**src/rtl/fetch_ctrl.sv**
```systemverilog
// Instruction fetch controller: walks a small program in a combinational
// instruction memory and buffers {pc, instr} pairs in a DEPTH-entry queue.
module fetch_ctrl #(
    parameter int PROG_WORDS = 7,
    parameter int DEPTH      = 2
) (
    input  logic        clk,
    input  logic        rst_n,
    input  logic        start,
    input  logic        redirect_valid,
    input  logic [31:0] redirect_pc,
    output logic [31:0] pc,
    input  logic [31:0] imem_instr,
    output logic        out_valid,
    output logic [31:0] out_instr,
    output logic [31:0] out_pc,
    input  logic        out_ready,
    output logic        halted,
    output logic        busy,
    output logic [1:0]  dbg_state
);

    localparam int                PTR_W    = (DEPTH > 1) ? $clog2(DEPTH) : 1;
    localparam int                CNT_W    = $clog2(DEPTH + 1);
    localparam logic [31:0]       LAST_PC  = 32'(4 * PROG_WORDS - 4);
    localparam logic [PTR_W-1:0]  PTR_MAX  = PTR_W'(DEPTH - 1);
    localparam logic [CNT_W-1:0]  CNT_FULL = CNT_W'(DEPTH);

    typedef enum logic [1:0] {
        S_IDLE = 2'd0,
        S_RUN  = 2'd1,
        S_HALT = 2'd2
    } state_e;

    state_e           state_q, state_d;
    logic [31:0]      pc_q, pc_d;
    logic [CNT_W-1:0] count_q, count_d;
    logic [PTR_W-1:0] rd_ptr_q, rd_ptr_d;
    logic [PTR_W-1:0] wr_ptr_q, wr_ptr_d;
    logic [31:0]      fifo_instr_q [DEPTH];
    logic [31:0]      fifo_pc_q    [DEPTH];

    logic pc_in_range;
    logic pop;
    logic push;
    logic flush;

    // Handshake: a queue entry transfers on any cycle where out_valid and
    // out_ready are both high; out_valid never depends on out_ready.
    assign pc_in_range = (pc_q <= LAST_PC);
    assign out_valid   = (count_q != '0);
    assign pop         = out_valid && out_ready;

    function automatic logic [PTR_W-1:0] ptr_inc(input logic [PTR_W-1:0] p);
        return (p == PTR_MAX) ? '0 : p + 1'b1;
    endfunction

    always_comb begin
        state_d = state_q;
        pc_d    = pc_q;
        flush   = 1'b0;
        push    = 1'b0;
        case (state_q)
            S_IDLE: begin
                if (start) begin
                    state_d = S_RUN;
                    pc_d    = '0;
                end
            end
            S_RUN: begin
                // Redirect wins over push; an out-of-range target falls
                // through to HALT on the following cycle with nothing queued.
                if (redirect_valid) begin
                    flush = 1'b1;
                    pc_d  = {redirect_pc[31:2], 2'b00};
                end else if (pc_in_range) begin
                    if ((count_q < CNT_FULL) || pop) begin
                        push = 1'b1;
                        pc_d = pc_q + 32'd4;
                    end
                end else if (!out_valid) begin
                    state_d = S_HALT;
                end
            end
            S_HALT: begin
                if (redirect_valid) begin
                    state_d = S_RUN;
                    flush   = 1'b1;
                    pc_d    = {redirect_pc[31:2], 2'b00};
                end else if (start) begin
                    state_d = S_RUN;
                    pc_d    = '0;
                end
            end
            default: begin
                state_d = S_IDLE;
                pc_d    = '0;
            end
        endcase
    end

    always_comb begin
        rd_ptr_d = rd_ptr_q;
        wr_ptr_d = wr_ptr_q;
        count_d  = count_q;
        if (flush) begin
            rd_ptr_d = '0;
            wr_ptr_d = '0;
            count_d  = '0;
        end else begin
            if (pop) begin
                rd_ptr_d = ptr_inc(rd_ptr_q);
            end
            if (push) begin
                wr_ptr_d = ptr_inc(wr_ptr_q);
            end
            case ({push, pop})
                2'b10:   count_d = count_q + 1'b1;
                2'b01:   count_d = count_q - 1'b1;
                default: count_d = count_q;
            endcase
        end
    end

    always_ff @(posedge clk or negedge rst_n) begin
        if (!rst_n) begin
            state_q  <= S_IDLE;
            pc_q     <= '0;
            count_q  <= '0;
            rd_ptr_q <= '0;
            wr_ptr_q <= '0;
        end else begin
            state_q  <= state_d;
            pc_q     <= pc_d;
            count_q  <= count_d;
            rd_ptr_q <= rd_ptr_d;
            wr_ptr_q <= wr_ptr_d;
        end
    end

    // Payload storage needs no reset: it is only visible through out_valid.
    always_ff @(posedge clk) begin
        if (push) begin
            fifo_instr_q[wr_ptr_q] <= imem_instr;
            fifo_pc_q[wr_ptr_q]    <= pc_q;
        end
    end

    assign pc        = pc_q;
    assign out_instr = out_valid ? fifo_instr_q[rd_ptr_q] : '0;
    assign out_pc    = out_valid ? fifo_pc_q[rd_ptr_q] : '0;
    assign halted    = (state_q == S_HALT);
    assign busy      = (state_q == S_RUN);
    assign dbg_state = state_q;

endmodule
```
**config.mk**
```make
export PLATFORM = sky130hd
export DESIGN_NAME = fetch_ctrl
export DESIGN_NICKNAME = d
export VERILOG_FILES = /design/src/rtl/fetch_ctrl.sv
export SDC_FILE = /design/constraint.sdc
export NUM_CORES = 1
export LEC_CHECK = 0
export CORE_MARGIN = 1.5
export CORE_UTILIZATION = 30
export DETAILED_ROUTE_END_ITERATION = 6
export GPL_TIMING_DRIVEN = 0
export HOLD_SLACK_MARGIN = 0.08
export SLEW_MARGIN = 20
export SYNTH_ARGS = -nofsm -noshare
export SYNTH_HDL_FRONTEND = slang
export SYNTH_SLANG_ARGS = --single-unit
```
**constraint.sdc**
```tcl
create_clock -name clk -period 5.8 [get_ports clk]
set_clock_uncertainty 0.05 [all_clocks]
set_input_delay 0.87 -clock clk [delete_from_list [all_inputs] [get_ports clk]]
set_output_delay 0.87 -clock clk [all_outputs]
set_load 0.005 [all_outputs]
```
Word-level counts from Yosys, hierarchy flattened

Memory sizes are Yosys's and may differ from the RTL's.
Cells that the tools add are included.

RAM bits: 128
Output and inout bits: 101
ROM bits: 0
Memories: 2
Word-level logic and storage cells: 63
Bits in latches: 0
Register bits after elaboration: 38
Input bits: 69

Memories:

| memory       | words | bits a word | rd ports | clocked after memory_dff | wr ports | line | text |
|---|---|---|---|---|---|---|---|
| fifo_instr_q | 2     | 32          | 1        | 0                        | 1        | 40   | `logic [31:0] fifo_instr_q [DEPTH];` |
| fifo_pc_q    | 2     | 32          | 1        | 0                        | 1        | 41   | `logic [31:0] fifo_pc_q [DEPTH];` |

Shift operators: 0
Multipliers: 0
Add/sub/neg operators: 5
Equality and inequality tests: 9
Mux-type cells: 30
Divide/modulo/power cells: 0
Magnitude comparators: 2
Bitwise logic cells: 0
Reductions and logical operators: 10

Operators by type and width:

| operator              | number |
|---|---|
| $mux 32               | 7 |
| $pmux 32 s3           | 1 |
| $add 32x3->32 const B | 1 |
| $le 32x5->1 const B   | 1 |
| $mux 1                | 14 |
| $mux 2                | 6 |
| $ne 2x2->1 const B    | 3 |
| $ne 3x2->1 const B    | 2 |
| $pmux 2 s3            | 1 |
| $reduce_bool 2->1     | 3 |
| $eq 2x1->1 const B    | 2 |
| $eq 2x2->1 const B    | 2 |
| $pmux 2 s2            | 1 |
| $reduce_and 3->1      | 1 |
| $reduce_bool 3->1     | 1 |
| $add 1x1->1 const B   | 2 |
| $add 2x1->2 const B   | 1 |
| $logic_not 2->1       | 1 |
| $lt 2x2->1 const B    | 1 |
| $reduce_and 2->1      | 1 |
| $reduce_or 2->1       | 1 |
| $sub 2x1->2 const B   | 1 |
| $logic_and 1x1->1     | 1 |
| $logic_or 1x1->1      | 1 |

Logic depth before layout (Yosys ltp)

Word-level depth: 10
Depth in mapped cells: 10
Gate-level depth less buffers: 8

Least setup slack after synthesis

No wires, ideal clock.

Path kind: input -> register
Start: in redirect_valid
End: mem fifo_instr_q[0][0] (enable)
Data arrival time: 4.516 ns
Library setup time: 0.494 ns
Path slack: 0.740 ns
Stages on the path: 4
Path buffers: 1
Path through: nor2_1 and3_1 buf_2 nor2b_1

Word-level cells in the longest chain between the ends: 4

Ends and longest elaborated chain:

| element                      | line | text |
|---|---|---|
| start: declaration           | 10   | `input logic redirect_valid,` |
| $mux 1                       | 73   | `if (redirect_valid) begin` |
| $mux 1                       | 63   | `case (state_q)` |
| $mux 1                       | 143  | `if (push) begin` |
| $mux 1 (implied by the code) | 144  | `fifo_instr_q[wr_ptr_q] <= imem_instr;` |
| end: declaration             | 40   |  |

Every way passes these cells.

Worst setup path in the final report

Start: reg rd_ptr_q
End: out out_pc[19]

Word-level cells in the longest chain between the ends: 2

Ends and longest elaborated chain:

| element                  | line | text |
|---|---|---|
| start: declaration       | 38   | `logic [PTR_W-1:0] rd_ptr_q, rd_ptr_d;` |
| start signal: assignment | 136  | `rd_ptr_q <= rd_ptr_d;` |
| $mem_v2 2x32             | n/a  |  |
| $mux 32                  | 151  | `assign out_pc = out_valid ? fifo_pc_q[rd_ptr_q] : '0;` |
| end: declaration         | 16   | `output logic [31:0] out_pc,` |

Every way passes these cells.

==> flow_summary.toml <==
[logic_synthesis]
synth-simple-area-share_pct = 12.7
synthCells = 606
synth.distinct_cells = 58
yosysTopAreaCell = "edfxtp_1"
synth_compound_area_share_pct = 10.6
syn_avg_cell_area_um2 = 12.6
async_flop_share_pct = 22.9
ys.flop_type = "edfxtp_1"
synthMuxAreaShare_pct = 8.65
synth_area_um2 = 7640
synth-edff-count = 128
ys_seq_area_share_pct = 62.7
synth_top_family_by_area = "simple AND/OR/NAND/NOR gates"
synth_xor_area_share_pct = 1.49
synth_warnings = 0
yosysTopAreaCellShare_pct = 50.3
synth_nets = 681
ys_ff_latch = 166
synthAdderAreaFrac_pct = 0.982
synth_area_leaders = "edfxtp_1 (50%), dfrtp_1 (12%), mux2i_1 (8.6%), nor2_1 (4.3%), nand2_1 (1.6%)"

[timing]
min_period_ns = 3.83
finalCritPeriodShare_pct = 66.0
slew_headroom_pct = 29.2
finalSetupViolations = 0
worst_pin_slew_ns = 1.05
final_max_slew_viol_count = 0
hold_violations = 0
fmax_mhz = 261
rsz0062_at_grt = "no"

[status]
outcome = "finished clean"

[clock_network]
hold_buffers = 0
numClockSinks = 166
h-tree-depth = 4
clk_path_buf_depth = 2
cts.reportedPaths.clkPinSlew_ns = 0.07
cts_buffers = 17
cts.root.buffer_cell = "clkbuf_16"
worstSkewPairLatency_ns = 0.43
cts_tree = "done"
cts.repair.resized = 0
postCtsSetupBuffers = 0

[route]
drt-initial-drc-count = 394
viasPerCell = 4.96
wl_um = 21100
dr.pass1.iters = 6
drc_errors = 0
post_drt_wl_per_cell_um = 18.5
num_vias = 5648
drtAntennaViolNets = 0

[setup_path]
cp_cell_sequence = "clkbuf_1 -> clkbuf_1 -> mux2i_1 -> nor2_1 -> clkdlybuf4s50_1"
worstSetupEndpointType = "output port"
cp_slowest_cell = "clkbuf_1"
max_stage_delay_ns = 0.62
crit_arrival_ns = 2.91
crit_required_ns = 4.88
cp_common_cell = "clkbuf_1"
cp-start-kind = "flop"
criticalPathCategory = "reg -> out"
critPathMaxFanout = 10

[floorplanning]
coreArea_um2 = 25100
ios = 170
start_util_pct = 30.4
dieArea_um2 = 26400
fp.dieH_um = 163
rows = 58
die_w_um = 163

[pwr]
p_comb_share_pct = 26.5
p_switching_mw = 1.23
seqPwrFrac_pct = 43.1
switching_share_pct = 32.4
p_per_area_nw_per_um2 = 365
p_total_mw = 3.80
intPower_mw = 2.57
vdd_ir_drop_max_mv = 0.192
leakagePower_nw = 3.53
pwr-share-clk_pct = 30.4

[cells_and_area]
final_cell_mix = "clkdlybuf4s50_1 (165), edfxtp_1 (128), nor2_1 (88)"
final_common_cell = "clkdlybuf4s50_1"
areaGrowthSynthToFinish_pct = 36.3
drive_above_1_share_pct = 8.66
antennaDiodeCount = 0
n_fill_cell = 2396
final_core_util_pct = 41.5
fin_nets = 870

[grt]
grt_pass1_wl_um = 32200
antenna_found_initial = 0
first_global_vias = 5418
grt.overflow.total = 0
grt_max_degree = 47
track_usage_pct = 16.3

[placed_design]
io_buffers = 166
dp_hpwl_um = 14900
place.gp.congestion = 0.923

[worst_hold_path]
hp-class = "in -> async"

[flow_run]
cap_violations = 0
stage by stage:
step           hold WS (ns)  cells  TNS [ns]  setup slack (ns)  instance area [um2]
2_1_floorplan         0.431    606         0             0.740                 7640
3_3_place_gp          0.453   1102   -140.02             -2.19                 9720
3_5_place_dp          0.468   1106         0              1.62                 9820
4_1_cts               0.287   1138         0              1.84                10400
5_1_grt               0.297   1138         0              1.70                10400
6_report              0.298   1138         0              1.97                10400
kinds of logic after synthesis:
group | count (synthesis)
adder cells (fa/ha/maj) | 6
AND/OR/NAND/NOR | 193
AO/OA/AOI/OAI | 115
buffers and inverters | 47
flip-flops | 166
XOR/XNOR | 13
multiplexers | 66
critical path: cells and delay by family, from the launching register on:
family	cells	cell delay, ns
muxes	1	0.16
DFF	1	0.36
buffers and inverters	3	1.76
and+or+nand+nor	1	0.21
flip-flops by register name, summed over array words and instances, names as in the netlist:
| name | count |
|---|---|
| count_q | 2 |
| dbg_state | 2 |
| fifo_instr_q | 64 |
| fifo_pc_q | 64 |
| pc | 32 |
| rd_ptr_q | 1 |
| wr_ptr_q | 1 |
synth_stat cells, drive strengths merged (4+ instances only):
library cell,n
edfxtp,128
nor2,88
mux2i,66
dfrtp,38
o21ai,35
nand2,33
a21oi,22
buf,19
clkbuf,18
nand3,11
inv,10
nand4,10
nor4,10
and3,9
o31ai,9
xnor2,9
a221oi,8
a22oi,8
nand2b,7
nor3,7
a211oi,6
ha,6
and2,5
nor2b,5
a21o,4
o22ai,4
xor2,4
path summary, 6_finish.rpt:
kind | slack (ns) | to | startpoint | depth (start not counted)
hold / removal | 0.30 | pc[23]$_DFFE_PN0P_ | rst_n | 1
max in group asynchronous | 4.91 | pc[31]$_DFFE_PN0P_ | rst_n | 2
min in group clk | 0.48 | fifo_pc_q[1][6]$_DFFE_PP_ | pc[6]$_DFFE_PN0P_ | 0
setup / recovery | 1.97 | out_pc[19] | rd_ptr_q$_DFFE_PN0P_ | 5
hold reg to reg | 0.48 | fifo_pc_q[1][6]$_DFFE_PP_ | pc[6]$_DFFE_PN0P_ | 0
setup reg to reg | 2.17 | fifo_instr_q[0][16]$_DFFE_PP_ | pc[2]$_DFFE_PN0P_ | 10
power by group through the flow:
stage	Clock, mW	Sequential, mW	Combinational (mW)
after detailed placement	0	1.66	0.996
after global routing	1.24	1.66	1.09
final	1.15	1.64	1.01
after global placement	0	1.66	0.991
after CTS	1.18	1.63	1.00
after floorplan	0	1.58	0.555
final cells by class:
cell class,instances,area [um2],share of cell area (%)
Buffer,37,180,1.73
Clock buffer,18,429,4.12
Clock inverter,14,173,1.66
Inverter,10,37.5,0.360
Multi-Input combinational cell,393,2640,25.3
Sequential cell,166,4790,46.0
Tap cell,330,413,3.96
Timing Repair Buffer,170,1750,16.8
per-layer routing:
metal	routed length [um]	global-route usage, %	vias to the layer above
li1	-	-	2648
met1	9210	20.9	2769
met2	10200	26.9	205
met3	1290	4.10	26
met4	360	5.17	0
met5	0	0	-
No activity file was read; power rests on OpenSTA's default activity.
==> RTL change 1, RTL diff (same flow settings) <==
Reset style: synchronous (`rst_n`), changed in one clocked block.
--- a/src/rtl/fetch_ctrl.sv
+++ b/src/rtl/fetch_ctrl.sv
@@ -123,5 +123,5 @@
     end
 
-    always_ff @(posedge clk or negedge rst_n) begin
+    always_ff @(posedge clk) begin
         if (!rst_n) begin
             state_q  <= S_IDLE;
Function: differs if rst_n is asserted again (counterexample within 4 cycles, from zero or initial values and one cycle with rst_n low); with rst_n held inactive, the same outputs for 4 cycles.
==> RTL change 1 against the unedited design <==
- area after synthesis up 0.31%
- critical path depth did not move
- wire length is 0.42% higher
- count of clock-buffer cells in the layout rose by 2
- highest routed layer unchanged
- final area about the same
- setup slack improved by 0.056 ns
- power fell by 8.6%
- combinational power fell by 12%
- sequential power decreased by 11%
- sequential cell count grew 1
- fmax up 1.5%
==> RTL change 1: results (changes against the unedited design) <==
stage,metric,value,unit,change
outcome,outcome,"complete, no violations",,
clocking,setup bufs post-CTS,0,,unchanged
placed_design,hpwl dp,15300,µm,+3.0%
global_route,largest net degree at the start of global routing,47,,unchanged
logic_synthesis,number of different library cells in the post-synthesis netlist,68,,+17%
sta,worst slew margin relative to its limit,44.9,%,+16 points
placed_design,PortBufs,167,,+0.60%
clocking,root buffer selected by CTS,clkbuf_16,,
logic_synthesis,commonest cells in the synthesized netlist,"128 x edfxtp_1, 92 x nor2_1, 65 x mux2i_1, 44 x nand2_1, 39 x dfxtp_1",,
clocking,cts hold-fix bufs,0,,unchanged
worst_setup_path,Reg2Reg Setup Slack,2.60,ns,+0.43 ns
final_layout,final-stage net count,916,,+5.3%
logic_synthesis,Post-synth ARST share,0,%,-23 points
global_route,global-route wire length before repair,32000,µm,-0.58%
logic_synthesis,biggest area contributors in the synthesized netlist,"edfxtp_1 50%, dfxtp_1 10%, mux2i_1 8.5%, nor2_1 4.5%, nand2_1 2.2%",,
clocking,TritonCTS Buffers,17,,unchanged
logic_synthesis,nets in the synthesized netlist,727,,+6.8%
worst_hold_path,min-delay src,pc[16],,
logic_synthesis,sequential-to-total area share from yosys stat,60.3,%,-2.4 points
worst_hold_path,Min-Delay Path Class,reg -> reg,,
global_route,number of antenna violations at the first check in global routing,0,,unchanged
logic_synthesis,synth warn,0,,unchanged
worst_setup_path,reg-to-reg critical path startpoint,pc[5],,
final_layout,fraction of final layout cells sized beyond drive strength 1,7.50,%,-1.2 points
worst_setup_path,crit path max fanout,10,,unchanged
power,Worst IR Drop VDD,151,µV,-21%
clocking,post-CTS clock slew at the launch and capture registers of the worst setup and hold paths,0.07,ns,about the same
final_layout,n_diodes,0,,unchanged
logic_synthesis,most frequently used flop master after synthesis,edfxtp_1,,
clocking,Clock Latency Late Sink,0.43,ns,about the same
clocking,H-tree levels,4,,unchanged
worst_setup_path,kind of cell with the highest combined delay on the critical path,buffers and inverters,,
clocking,CTS Buffer Depth,2,,unchanged
power,Int Power,2.42,mW,-5.7%
worst_setup_path,"Arr. time, crit path",2.85,ns,-0.06 ns
routing,first drt pass iteration count,5,,-1
worst_setup_path,"slowest stage cell, crit path",clkbuf_1,,
worst_setup_path,Crit Path Class,reg -> out,,
logic_synthesis,number of enable-type register cells in the synthesized netlist,128,,unchanged
placed_design,final estimated routing congestion in global placement,0.876,,-5.1%
clocking,CTS-repair resized insts,0,,unchanged
routing,iteration-0 DRC count of the detailed router,492,,+25%
routing,routed wire length,21200,µm,+0.42%
global_route,via count of the first global-routing pass,5493,,+1.4%
power,leakage component of the power,3.43,nW,-2.8%
worst_setup_path,"Largest stage delay, worst path",0.66,ns,+0.04 ns
final_layout,fillers,2427,,+1.3%
global_route,overall global routing resource usage,16.2,%,-0.096 points
routing,Vias per Instance,4.96,,-0.16%
-- RTL change 1: cell count changes in the layout (fill, tap and decap cells not counted), moves of 6 or more --
cell | before | now
dfrtp_1 | 38 | 0
dfxtp_1 | 0 | 39
o21a_1 | 0 | 6
clkbuf_1 | 19 | 26
a21oi_1 | 22 | 14
a31oi_1 | 3 | 10
buf_1 | 9 | 3
inv_1 | 9 | 18
nand2_1 | 33 | 44
-- RTL change 1: final timing paths --
path | to | cells after the start
worst max-delay path | out_instr[15] | 5
worst min-delay path | fifo_pc_q[1][16] | 0
worst max register to register | fifo_instr_q[0][10] | 9
worst min register to register | fifo_pc_q[1][16] | 0
-- RTL change 1: routing by layer --
layer	global-route usage, %	wire length, µm
met1	21.3	9400
met3	3.46	1210
met5	0	0
met4	5.67	408
met2	26.2	10200
-- RTL change 1: worst register-to-register path: cells and delay by family, from the launching register on --
family	cells	cell delay [ns]
simple gates	5	1.76
flops	1	0.34
buf+inv	4	0.75
-- RTL change 1: metrics by stage --
step / setup slack, ns / cell area [µm²] / utilization, % / std cells / hold WS (ns)
finish: 2.03 / 10400 / 41.5 / 1183 / 0.442
global route: 1.75 / 10400 / 41.5 / 1183 / 0.474
CTS: 1.86 / 10400 / 41.5 / 1183 / 0.456
detailed placement: 2.13 / 9830 / 39.1 / 1151 / 0.438
global placement: -1.46 / 9750 / 38.8 / 1148 / 0.414
floorplan: 1.08 / 7660 / - / 651 / 0.416
-- RTL change 1: layout make-up --
class,count,area (µm²),share of cell area (%)
plain buffers,39,164,1.57
flip-flops and latches,167,4620,44.4
clock buffers,20,489,4.69
repair buffers,170,1740,16.7
clock inverters,12,103,0.985
inverters,18,67.6,0.648
well taps,330,413,3.96
multi-input cells,427,2820,27.1
-- RTL change 1: cell families (layout without fill, tap and decap cells) --
family	Yosys count	after routing	synth area share, %
simple gates	227	227	15.2
compound gates	120	120	10.9
fa+ha+maj	7	7	1.14
xor+xnor	8	8	0.914
buf+inv	57	259	3.02
mux	65	65	8.49
flops	167	167	60.3
-- RTL change 1: power groups by stage --
stage / logic [mW] / clock network [mW] / registers [mW]
final: 0.888 / 1.12 / 1.46
after global routing: 0.971 / 1.20 / 1.47
after CTS: 0.894 / 1.15 / 1.46
after detailed placement: 0.891 / 0 / 1.49
after global placement: 0.874 / 0 / 1.50
after floorplan: 0.466 / 0 / 1.47
==> RTL change 2, RTL diff (same settings) <==
Made on the original files. Change the parameter `DEPTH` from 2 to 8.
--- a/src/rtl/fetch_ctrl.sv
+++ b/src/rtl/fetch_ctrl.sv
@@ -3,5 +3,5 @@
 module fetch_ctrl #(
     parameter int PROG_WORDS = 7,
-    parameter int DEPTH      = 2
+    parameter int DEPTH      = 8
 ) (
     input  logic        clk,
Formal check against the unedited RTL: not equivalent (a bounded check fails within 10 cycles, from zero or initial values and one cycle with rst_n low).
==> RTL change 2 against the unedited design <==
- wire length grew to 2.8 times the old value
- setup slack lost 1.0 ns
- sequential cell count grew 390
- area after synthesis grew to 3.0 times the old value
- hold slack lost 0.14 ns
- synthesized cell count grew 100%
- power grew to 3.3 times the old value
- final area grew to 2.7 times the old value
- largest cell class unchanged
- register-to-register slack lost 0.57 ns
- largest power group unchanged
==> RTL change 2: results (changes against the unedited design) <==
stage,metric,value,unit,change
sta,slew of the pin with the lowest slew margin,1.09,ns,+0.0410 ns
logic_synthesis,sequential-to-total area share from yosys stat,72.3,%,+9.6 points
clocking,H-tree levels,2,,-2
global_route,largest net degree at the start of global routing,27,,-43%
clocking,root buffer selected by CTS,clkbuf_16,,
outcome,outcome,"complete, no violations",,
final_layout,fraction of final layout cells sized beyond drive strength 1,20.5,%,+12 points
clocking,setup bufs post-CTS,0,,unchanged
power,Worst IR Drop VDD,243,µV,+27%
worst_setup_path,"Largest stage delay, worst path",0.83,ns,+0.21 ns
global_route,number of antenna violations at the first check in global routing,1,,+1
logic_synthesis,number of different library cells in the post-synthesis netlist,66,,+14%
logic_synthesis,Post-synth ARST share,7.91,%,-15 points
worst_setup_path,"slowest stage cell, crit path",buf_1,,
routing,first drt pass iteration count,5,,-1
logic_synthesis,number of enable-type register cells in the synthesized netlist,512,,+300%
flow_run,# Max-Cap Violations,0,,unchanged
final_layout,final-stage net count,1584,,+82%
clocking,post-CTS clock slew at the launch and capture registers of the worst setup and hold paths,0.06,ns,
routing,iteration-0 DRC count of the detailed router,1271,,+220%
logic_synthesis,commonest cells in the synthesized netlist,"512 x edfxtp_1, 128 x mux4_2, 88 x nor2_1, 68 x mux2i_1, 49 x nand2_1",,
global_route,global-route wire length before repair,87600,µm,+170%
worst_setup_path,kind of cell with the highest combined delay on the critical path,buffers and inverters,,
clocking,TritonCTS Buffers,57,,+40
final_layout,post-layout instance count excluding filler cells,2518,,+120%
placed_design,final estimated routing congestion in global placement,0.889,,-3.7%
placed_design,instance count after placement with tap cells included,2412,,+120%
logic_synthesis,most common cell in the netlist,edfxtp_1,,
global_route,overall global routing resource usage,15.3,%,-0.92 points
clocking,Clock Latency Late Sink,0.62,ns,+0.19 ns
routing,routed wire length per instance,23.6,µm,+27%
logic_synthesis,nets in the synthesized netlist,1303,,+91%
worst_setup_path,"Arr. time, crit path",3.93,ns,+1.02 ns
power,leakage component of the power,9.09,nW,+160%
routing,Via Count,12600,,+120%
worst_hold_path,Min-Delay Path Class,in -> async,,
logic_synthesis,syn avg cell area,18.7,µm²,+48%
logic_synthesis,biggest area contributors in the synthesized netlist,"edfxtp_1 68%, mux4_2 13%, dfrtp_1 4.8%, mux2i_1 3.0%, nor2_1 1.5%",,
worst_setup_path,crit path max fanout,10,,unchanged
placed_design,PortBufs,167,,+0.60%
clocking,CTS-repair resized insts,0,,unchanged
placed_design,hpwl dp,41100,µm,+180%
clocking,CTS Buffer Depth,3,,+1
## RTL change 2: final cells by class
cell class,instances,area (µm²)
fill,6925,46600
sequential,556,16500
multi-input combinational,582,5990
timing repair buffer,222,2290
clock buffer,68,1470
tap,969,1210
clock inverter,37,402
buffer,70,330
inverter,13,48.8
antenna,1,2.50
## RTL change 2: metrics by stage
step                utilization, %  hold slack [ns]  cell area (µm²)  setup WS (ns)
global placement              34.3            0.512            25700          -6.61
CTS                           37.7            0.135            28200          0.858
finish                        37.7            0.154            28200          0.952
detailed placement            35.2            0.502            26300           1.14
global route                  37.7            0.166            28200          0.783
floorplan                        -            0.471            22800         -0.895
## RTL change 2: layer usage
metal / up-vias / wire length, µm / global-route usage, %
li1: 5507 / - / -
met2: 406 / 28900 / 25.3
met4: 2 / 1380 / 4.36
met5: - / 10 / 0
met3: 80 / 3090 / 2.66
met1: 6574 / 26000 / 20.8
## RTL change 2: where the power goes
group	switching (mW)	total (mW)	leakage, nW	internal (mW)
logic	1.97	3.90	2.97	1.93
registers	0.419	5.10	5.22	4.68
clock network	1.55	3.67	0.906	2.12
total	3.94	12.7	9.09	8.73
## RTL change 2: cells by family after synthesis
logic type / after synthesis / synth area share (%)
simple gates: 231 / 5.37
buf+inv: 83 / 1.65
mux: 196 / 15.6
flops: 556 / 72.3
compound gates: 130 / 3.78
xor+xnor: 12 / 0.461
fa+ha+maj: 13 / 0.747
## RTL change 2: worst paths after layout
kind,start,to,slack [ns],cells after the start
max,rd_ptr_q[2],out_pc[21],0.95,5
min,rst_n,pc[31],0.15,1
max reg2reg,pc[23],fifo_instr_q[2][6],1.60,10
min reg2reg,count_q[3],count_q[3],0.53,2
max in group asynchronous,rst_n,pc[6],5.01,2
min in group clk,count_q[3],count_q[3],0.53,2
